[src/rtl/freq_gate_pkg.sv]
// Shared definitions for the gate-time frequency counter: FSM state
// encoding, gate-length multipliers and default debounce filter lengths.
package freq_gate_pkg;

    typedef enum logic [1:0] {
        ST_IDLE  = 2'd0,
        ST_ARM   = 2'd1,
        ST_GATE  = 2'd2,
        ST_LATCH = 2'd3
    } fg_state_e;

    localparam int GATE_MULT_0   = 1;
    localparam int GATE_MULT_1   = 10;
    localparam int GATE_MULT_2   = 100;
    localparam int GATE_MULT_3   = 1000;
    localparam int GATE_MULT_MAX = GATE_MULT_3;

    localparam int DEF_FILT_HI = 4;
    localparam int DEF_FILT_LO = 9;

    // Gate length multiplier selected by gate_sel.
    function automatic int gate_mult(input logic [1:0] sel);
        int m;
        case (sel)
            2'd0:    m = GATE_MULT_0;
            2'd1:    m = GATE_MULT_1;
            2'd2:    m = GATE_MULT_2;
            default: m = GATE_MULT_3;
        endcase
        return m;
    endfunction

endpackage

[src/rtl/freq_gate_ctrl_edge_filter.sv]
// edge_filter: two-flop synchronizer on the measured signal followed by a
// pattern shift register (newest sample in the MSB). edge_p fires once per
// qualified rising edge: FILT_HI newest samples high, FILT_LO older ones low.
module edge_filter
    import freq_gate_pkg::*;
#(
    parameter int FILT_HI = DEF_FILT_HI,
    parameter int FILT_LO = DEF_FILT_LO
) (
    input  logic clk_inner,
    input  logic rst,
    input  logic clk_cnt,
    output logic edge_p
);

    localparam int SH_W = FILT_HI + FILT_LO;

    logic [1:0]      sync_q;
    logic [SH_W-1:0] sh_q;

    // Synchronize the asynchronous input and shift it into the pattern window.
    always_ff @(posedge clk_inner) begin
        if (rst) begin
            sync_q <= '0;
            sh_q   <= '0;
        end else begin
            sync_q <= {sync_q[0], clk_cnt};
            sh_q   <= {sync_q[1], sh_q[SH_W-1:1]};
        end
    end

    // Once the high run grows past FILT_HI the oldest high bit lands in the
    // low field, so the pattern can only match a single cycle per edge.
    assign edge_p = (&sh_q[SH_W-1 -: FILT_HI]) && (sh_q[FILT_LO-1:0] == '0);

endmodule

[src/rtl/freq_gate_ctrl.sv]
// freq_gate_ctrl: counts filtered rising edges of clk_cnt inside a gate of
// GATE_BASE * {1,10,100,1000} clk_inner cycles and latches the result.
// Optional build macro FREQ_GATE_OVF_EN: counter saturates and ovf_o reports
// an edge lost at saturation; otherwise the counter wraps and ovf_o is 0.
//
//   state    | meaning
//   ---------+-------------------------------------------------------
//   ST_IDLE  | waiting for start, gate_sel captured on start
//   ST_ARM   | clear counter/flag, load gate timer (1 cycle)
//   ST_GATE  | count edge_p, decrement timer, exactly G cycles
//   ST_LATCH | copy counter/flag to outputs, valid follows (1 cycle)
module freq_gate_ctrl
    import freq_gate_pkg::*;
#(
    parameter int FILT_HI   = DEF_FILT_HI,
    parameter int FILT_LO   = DEF_FILT_LO,
    parameter int GATE_BASE = 100,
    parameter int CNT_W     = 16
) (
    input  logic             clk_inner,
    input  logic             rst,
    input  logic             clk_cnt,
    input  logic             start,
    input  logic             abort,
    input  logic [1:0]       gate_sel,
    output logic             busy,
    output logic             valid,
    output logic [CNT_W-1:0] count_o,
    output logic             ovf_o
);

    localparam int TMR_W = $clog2(GATE_BASE * GATE_MULT_MAX + 1);

    fg_state_e        state_q, state_d;
    logic [1:0]       sel_q;
    logic [TMR_W-1:0] tmr_q;
    logic [TMR_W-1:0] gate_len;
    logic [CNT_W-1:0] cnt_q;
    logic [CNT_W-1:0] count_q;
    logic             valid_q;
    logic             edge_p;
    logic             cnt_sat;
    logic             tmr_last;

    edge_filter #(
        .FILT_HI (FILT_HI),
        .FILT_LO (FILT_LO)
    ) u_edge_filter (
        .clk_inner (clk_inner),
        .rst       (rst),
        .clk_cnt   (clk_cnt),
        .edge_p    (edge_p)
    );

    assign gate_len = TMR_W'(GATE_BASE * gate_mult(sel_q));
    assign tmr_last = (tmr_q == TMR_W'(1));

    // FSM state register.
    always_ff @(posedge clk_inner) begin
        if (rst) state_q <= ST_IDLE;
        else     state_q <= state_d;
    end

    // FSM next-state logic; abort only acts while busy and beats gate end.
    always_comb begin
        state_d = state_q;
        case (state_q)
            ST_IDLE:  if (start) state_d = ST_ARM;
            ST_ARM:   state_d = abort ? ST_IDLE : ST_GATE;
            ST_GATE: begin
                if (abort)         state_d = ST_IDLE;
                else if (tmr_last) state_d = ST_LATCH;
            end
            ST_LATCH: state_d = ST_IDLE;
            default:  state_d = ST_IDLE;
        endcase
    end

    // FSM outputs.
    always_comb begin
        busy = (state_q == ST_ARM) || (state_q == ST_GATE);
    end

    // Capture gate selection on the accepted start.
    always_ff @(posedge clk_inner) begin
        if (rst)                                sel_q <= '0;
        else if (state_q == ST_IDLE && start)   sel_q <= gate_sel;
    end

    // Gate timer: loaded in ARM, counts G..1 during GATE.
    always_ff @(posedge clk_inner) begin
        if (rst)                      tmr_q <= '0;
        else if (state_q == ST_ARM)   tmr_q <= gate_len;
        else if (state_q == ST_GATE)  tmr_q <= tmr_q - TMR_W'(1);
    end

`ifdef FREQ_GATE_OVF_EN
    logic ovf_flag_q;
    logic ovf_q;

    assign cnt_sat = &cnt_q;

    // Overflow flag: set by the first edge that arrives at saturation.
    always_ff @(posedge clk_inner) begin
        if (rst)                                         ovf_flag_q <= 1'b0;
        else if (state_q == ST_ARM)                      ovf_flag_q <= 1'b0;
        else if (state_q == ST_GATE && edge_p && cnt_sat) ovf_flag_q <= 1'b1;
    end

    // Latched overflow result.
    always_ff @(posedge clk_inner) begin
        if (rst)                       ovf_q <= 1'b0;
        else if (state_q == ST_LATCH)  ovf_q <= ovf_flag_q;
    end

    assign ovf_o = ovf_q;
`else
    assign cnt_sat = 1'b0;
    assign ovf_o   = 1'b0;
`endif

    // Edge counter: cleared in ARM, counts edge_p only during GATE.
    always_ff @(posedge clk_inner) begin
        if (rst)                                           cnt_q <= '0;
        else if (state_q == ST_ARM)                        cnt_q <= '0;
        else if (state_q == ST_GATE && edge_p && !cnt_sat) cnt_q <= cnt_q + CNT_W'(1);
    end

    // Result latch and one-cycle valid pulse following LATCH.
    always_ff @(posedge clk_inner) begin
        if (rst) begin
            count_q <= '0;
            valid_q <= 1'b0;
        end else begin
            valid_q <= (state_q == ST_LATCH);
            if (state_q == ST_LATCH) count_q <= cnt_q;
        end
    end

    assign count_o = count_q;
    assign valid   = valid_q;

endmodule

[config.mk]
export PLATFORM = sky130hd
export DESIGN_NAME = freq_gate_ctrl
export DESIGN_NICKNAME = d
export VERILOG_FILES = /design/src/rtl/freq_gate_pkg.sv /design/src/rtl/freq_gate_ctrl_edge_filter.sv /design/src/rtl/freq_gate_ctrl.sv
export SDC_FILE = /design/constraint.sdc
export NUM_CORES = 1
export LEC_CHECK = 0
export CELL_PAD_IN_SITES_DETAIL_PLACEMENT = 2
export CELL_PAD_IN_SITES_GLOBAL_PLACEMENT = 2
export CORE_MARGIN = 2
export CORE_UTILIZATION = 36
export CTS_CLUSTER_DIAMETER = 30
export CTS_CLUSTER_SIZE = 10
export DETAILED_ROUTE_END_ITERATION = 12
export PLACE_DENSITY_LB_ADDON = 0.15
export RECOVER_POWER = 50
export SKIP_CTS_REPAIR_TIMING = 1
export SYNTH_ARGS = -nofsm -noshare
export SYNTH_HDL_FRONTEND = slang
export SYNTH_HIERARCHICAL = 1
export SYNTH_SLANG_ARGS = --single-unit
[constraint.sdc]
create_clock -name clk_inner -period 3.5 [get_ports clk_inner]
set_clock_uncertainty 0.05 [all_clocks]
set_input_delay 0.35 -clock clk_inner [delete_from_list [all_inputs] [get_ports clk_inner]]
set_output_delay 0.35 -clock clk_inner [all_outputs]
set_load 0.01 [all_outputs]
==> results.sh, run 1 <==
export IMPL_status="finished with violations"
export IMPL_violations="max-capacitance violations, max-slew violations"
export IMPL_fin_util_pct=42.1
export IMPL_grt_total_usage_pct=18.9
export IMPL_initial_utilization_pct=36.5
export IMPL_critPathKind="reg2reg"
export IMPL_netlist_top_cells_area="dfxtp_1 (42%), ha_1 (6.4%), mux2i_1 (5.4%), nor2_1 (4.2%), nor2b_1 (4.0%)"
export IMPL_clkSinkCount=69
export IMPL_pwr_share_clk_pct=38.9
export IMPL_grt_pass1_wl_mm=14.9
export IMPL_drive_above_1_share_pct=7.30
export IMPL_dp_cells=493
export IMPL_power_share_sequential_pct=49.0
export IMPL_powerDensity_nw_per_um2=430
export IMPL_totalWireLength_mm=8.80
export IMPL_drt_iter0_drc=72
export IMPL_worst_pin_slew_ns=1.72
export IMPL_post_place_ws_ns=0.574
export IMPL_antenna_found_initial=0
export IMPL_ys_ff_latch=69
export IMPL_slew_headroom_pct=-14.5
export IMPL_p_comb_share_pct=12.1
export IMPL_topRoutingLayerUsed="met4"
export IMPL_cpMostUsedCell="or4_4"
export IMPL_vias=2804
export IMPL_max_stage_delay_ns=0.62
export IMPL_yosys_area_top_type="dfxtp_1"
export IMPL_p_int_mw=1.19
export IMPL_antenna_left=0
export IMPL_drtPass1Iterations=4
export IMPL_clockBufferDepth=2
export IMPL_final_hold_violation_count=0
export IMPL_syn_area_um2=3320
export IMPL_drv_slew=38
export IMPL_vdd_ir_drop_max_mv=0.210
export IMPL_end_kind="flip-flop"
export IMPL_grt_start_max_net_pins=38
export IMPL_synthTopCellsByCount="dfxtp_1 (69), nor2_1 (37), a21oi_1 (23), nand2_1 (22), nor2b_1 (21)"
export IMPL_dieWidth_um=100
export IMPL_arrival_ns=3.20
export IMPL_period_needed_ns=2.98
export IMPL_yosysUniqueCellTypes=53
export IMPL_setup_violations=0
export IMPL_cts_root_buf="clkbuf_8"
export IMPL_multiInputGateArea_um2=1820
export IMPL_cp_cell_sequence="or4_4 > nor4_2 > nand3_4 > or4_4 > or4_1 > a21oi_1"
export IMPL_cts_tree="done"
export IMPL_dr_wl_met2_mm=4.19
export IMPL_crit_path_start_kind="flip-flop"
export IMPL_dr_wl_met3_um=209
export IMPL_io_pins=26
export IMPL_worst_slack_ns=0.522
export IMPL_nFillCells=1026
export IMPL_core_area_um2=9110
export IMPL_yosysWarnings=6
export IMPL_cts_buffers=9
export IMPL_die_height_um=100
export IMPL_fin_nets=417
export IMPL_clk_pin_slew_ns=0.08
export IMPL_synth_most_common_cell="dfxtp_1"
export IMPL_switching_share_pct=27.7
export IMPL_wl_per_cell_um=17.3
export IMPL_final_cells=508
export IMPL_insertedDiodeCount=0
export IMPL_yosysSeqAreaShare_pct=41.6
export IMPL_hold_worst_slack_ns=0.401
export IMPL_async_flop_share_pct=0
export IMPL_die_area_um2=10000
export IMPL_grt_pass1_vias=2997
export IMPL_avgSynthCellArea_um2=8.91
export IMPL_seq_area_um2=1380
export IMPL_rows=35
export IMPL_syn_num_nets=397
export IMPL_finalCritPeriodShare_pct=85.1
export IMPL_cap_violations=1
export IMPL_hold_path_class="reg2reg"
export IMPL_setup_tns_ns=0
export IMPL_power_switching_mw=0.456
export IMPL_p_leak_nw=1.35
export IMPL_met1_length_mm=4.32
export IMPL_grt_overflow=0
export IMPL_cp_required_ns=3.73
export IMPL_crit_slowest_cell="nor4_2"
export IMPL_fmax_mhz=336
export IMPL_synth_cells=373
export IMPL_synthFlopType="dfxtp_1"
export IMPL_drc_errors=0
export IMPL_via_per_inst=5.52
export IMPL_place_congestion=0.760
export IMPL_hpwlAfterDp_mm=6.14
export IMPL_syn2layout_area_growth_pct=15.3
export IMPL_crit_fanout=8
export IMPL_synth_edf_count=0
export IMPL_io_buffers=24
export IMPL_rsz0062_at_grt="no"
export IMPL_synth_top_area_share_pct=41.6
export IMPL_clk_latency_ns=0.34
export IMPL_htreeDepth=3
## layout by cell type (no fill, tap or decap), types with 3 or more instances in the layout
cell,netlist,routed
buf_4,1,3
nor2_1,37,37
nor4_1,7,7
xor2_1,4,4
clkdlybuf4s50_1,0,6
nor4_2,3,3
a31oi_1,6,6
nand3_1,12,12
dfxtp_1,69,69
nor2b_1,21,21
mux2i_1,18,18
or4_1,7,7
o31ai_1,4,4
inv_1,11,11
xnor2_1,9,9
ha_1,17,17
nor3_1,6,6
nor3b_1,3,3
o211ai_1,3,3
o21ai_0,16,16
nand2_1,22,22
dlygate4sd3_1,0,17
a32o_1,3,3
or3_1,5,5
a22oi_1,4,4
clkbuf_8,0,9
nand2b_1,4,4
nand4_1,6,6
and3_1,5,5
a21oi_1,23,23
## state kept, by name (all words and copies together) (netlist names)
register,flops
tmr_q,17
u_edge_filter/sync_q,2
count_o,16
cnt_q,16
u_edge_filter/sh_q,13
state_q,2
sel_q,2
valid,1
## metal layers
layer | up-vias | GRT usage, %
li1 | 1374 | -
met2 | 25 | 31.1
met1 | 1399 | 25.3
met3 | 6 | 3.83
met5 | - | 0
met4 | 0 | 5.06
## power by group through the flow
stage               Combinational [mW]  Sequential [mW]  Clock (mW)
floorplan                        0.141            0.822           0
global placement                 0.198            0.825           0
detailed placement               0.201            0.826           0
CTS                              0.203            0.808       0.660
global route                     0.228            0.810       0.697
finish                           0.200            0.808       0.640
## kinds of logic (layout without fill, tap and decap cells)
kind of cell             after synthesis  after routing  share of synthesized area, %
AO/OA/AOI/OAI                         68             68                          12.5
adder cells (fa/ha/maj)               17             17                          6.40
other                                  1              1                         0.113
multiplexers                          19             19                          5.76
XOR/XNOR                              13             13                          3.43
AND/OR/NAND/NOR                      156            156                          26.7
buffers and inverters                 30             54                          3.58
flip-flops                            69             69                          41.6
## worst max-delay path, delay by kind of cell (launching register included)
kind            cells  cell delay (ns)
compound gates      1             0.16
simple gates        5             2.40
flops               1             0.31
## through the flow
step	power, mW	instance area, µm²
2_1_floorplan	0.963	3320
3_3_place_gp	1.02	3650
3_5_place_dp	1.03	3650
4_1_cts	1.67	3840
5_1_grt	1.73	3830
6_report	1.65	3830
## layout make-up
cell class | count | share of cell area, %
clock buffers | 9 | 3.23
clock inverters | 6 | 1.67
inverters | 11 | 1.08
multi-input cells | 274 | 47.6
flip-flops and latches | 69 | 36.0
well taps | 111 | 3.62
repair buffers | 28 | 6.79
## worst paths after layout
path | slack (ns) | end | from | depth (start not counted)
min reg2reg | 0.40 | u_edge_filter/sh_q[12] | u_edge_filter/sync_q[1] | 1
max | 0.52 | cnt_q[15] | u_edge_filter/sh_q[1] | 6
max reg2reg | 0.52 | cnt_q[15] | u_edge_filter/sh_q[1] | 6
min | 0.40 | u_edge_filter/sh_q[12] | u_edge_filter/sync_q[1] | 1
Power figures use the tool's default switching activity.
==> inputs of run 2 (changes only) <==
CORE_MARGIN = 3   (was 2)
==> run 2 against run 1 <==
Effect of this change:
- the run still ends with max-capacitance violations, max-slew violations left
- maximum frequency is 0.64% lower
- non-clock buffer count increased by 1
- clock power increased by 30%
- power is 12% higher
- final area increased by 1.8%
- first-iteration DRC count rose by 29%
- worst setup slack got worse by 0.019 ns
- utilization up 2.0 points
- global-route usage rose by 0.65 points
- die area increased by 4.0%
- critical path type unchanged
- critical endpoint unchanged
- largest cell class unchanged
==> results.sh, run 2 (synthesis gave the netlist of run 1 again) <==
export IMPL_initial_utilization_pct=37.6
export IMPL_drv_slew=35
export IMPL_cpMostUsedCell="or4_4"
export IMPL_worst_pin_slew_ns=1.62
export IMPL_drive_above_1_share_pct=7.27
export IMPL_finalCritPeriodShare_pct=85.6
export IMPL_grt_pass1_wl_mm=16.0
export IMPL_crit_fanout=8
export IMPL_path_buf_inv=0
export IMPL_totalWireLength_mm=9.13
export IMPL_final_cells=507
export IMPL_post_place_ws_ns=0.544
export IMPL_fmax_mhz=334
export IMPL_dieWidth_um=102
export IMPL_clk_latency_ns=0.35
export IMPL_grt_overflow=0
export IMPL_die_area_um2=10400
export IMPL_top_register="tmr_q"
export IMPL_syn2layout_area_growth_pct=17.4
export IMPL_crit_path_start_kind="flip-flop"
export IMPL_end_kind="flip-flop"
export IMPL_clockBufferDepth=2
export IMPL_cts_tree="done"
export IMPL_finalPower_mw=1.84
export IMPL_clkSinkCount=69
export IMPL_cts_buffers=9
export IMPL_status="finished with violations"
export IMPL_via_per_inst=5.58
export IMPL_max_stage_delay_ns=0.60
export IMPL_final_hold_violation_count=0
export IMPL_violations="max-capacitance violations, max-slew violations"
export IMPL_wl_per_cell_um=18.0
export IMPL_fin_nets=418
export IMPL_antenna_left=0
export IMPL_vdd_ir_drop_max_mv=0.252
export IMPL_hold_path_class="reg2reg"
export IMPL_io_buffers=24
export IMPL_largest_reg_flops=17
export IMPL_clk_pin_slew_ns=0.08
export IMPL_antenna_found_initial=0
export IMPL_drc_errors=0
export IMPL_critPathKind="reg2reg"
export IMPL_setup_tns_ns=0
export IMPL_cts_root_buf="clkbuf_8"
export IMPL_cp_top_family="simple AND/OR/NAND/NOR gates"
export IMPL_worst_slack_ns=0.503
export IMPL_cp_cell_sequence="or4_4 > nor4_2 > nand3_4 > or4_4 > or4_1 > a21oi_1"
export IMPL_cap_violations=1
export IMPL_grt_total_usage_pct=19.5
export IMPL_dp_cells=491
export IMPL_htreeDepth=3
export IMPL_cp_required_ns=3.72
export IMPL_rows=34
export IMPL_vias=2829
export IMPL_drt_iter0_drc=93
export IMPL_slew_headroom_pct=-7.75
export IMPL_period_needed_ns=3.00
export IMPL_hpwlAfterDp_mm=6.24
export IMPL_die_height_um=102
export IMPL_grt_pass1_vias=3056
export IMPL_powerDensity_nw_per_um2=471
export IMPL_arrival_ns=3.21
export IMPL_drtPass1Iterations=4
export IMPL_io_pins=26
export IMPL_rsz0062_at_grt="no"
export IMPL_layout_common_cells="dfxtp_1 (69), nor2_1 (37), a21oi_1 (23)"
export IMPL_place_congestion=0.767
export IMPL_grt_start_max_net_pins=35
export IMPL_crit_slowest_cell="or4_4"
export IMPL_mostFrequentLayoutCell="dfxtp_1"
export IMPL_insertedDiodeCount=0
export IMPL_core_area_um2=8850
export IMPL_p_leak_nw=1.39
export IMPL_setup_violations=0
-- run 2: per-stage QoR --
stage	hold WS [ns]	util, %	area, µm²
after global routing	0.413	44.1	3900
after CTS	0.343	44.2	3910
after global placement	0.382	41.3	3650
after floorplan	0.364	-	3320
final	0.397	44.1	3900
after detailed placement	0.377	41.3	3650
-- run 2: per-layer routing --
layer,global-route usage (%),share of wire [%],up-vias,routed length (µm)
met5,0,0,-,0
met4,5.75,1.3,0,118
met3,3.96,3.0,10,270
met2,31.8,48,39,4340
met1,26.2,48,1407,4400
li1,-,-,1373,-
-- run 2: layout make-up --
class	instances	area, µm²
tap	108	135
clock inverter	5	106
sequential	69	1380
inverter	11	41.3
multi-input combinational	274	1820
fill	985	4950
clock buffer	11	151
timing repair buffer	29	264
-- run 2: path summary, 6_finish.rpt --
| check | startpoint | to | slack [ns] | depth (start not counted) |
|---|---|---|---|---|
| setup / recovery | u_edge_filter/sh_q[1] | cnt_q[15] | 0.50 | 6 |
| hold / removal | u_edge_filter/sync_q[1] | u_edge_filter/sh_q[12] | 0.40 | 1 |
| setup reg to reg | u_edge_filter/sh_q[1] | cnt_q[15] | 0.50 | 6 |
| hold reg to reg | u_edge_filter/sync_q[1] | u_edge_filter/sh_q[12] | 0.40 | 1 |
-- run 2: where the power goes --
part / leakage [nW] / switching [mW] / total, mW / internal (mW)
combinational: 0.702 / 0.128 / 0.199 / 0.0705
clock: 0.126 / 0.318 / 0.832 / 0.514
sequential: 0.557 / 0.0131 / 0.808 / 0.795
total: 1.39 / 0.460 / 1.84 / 1.38
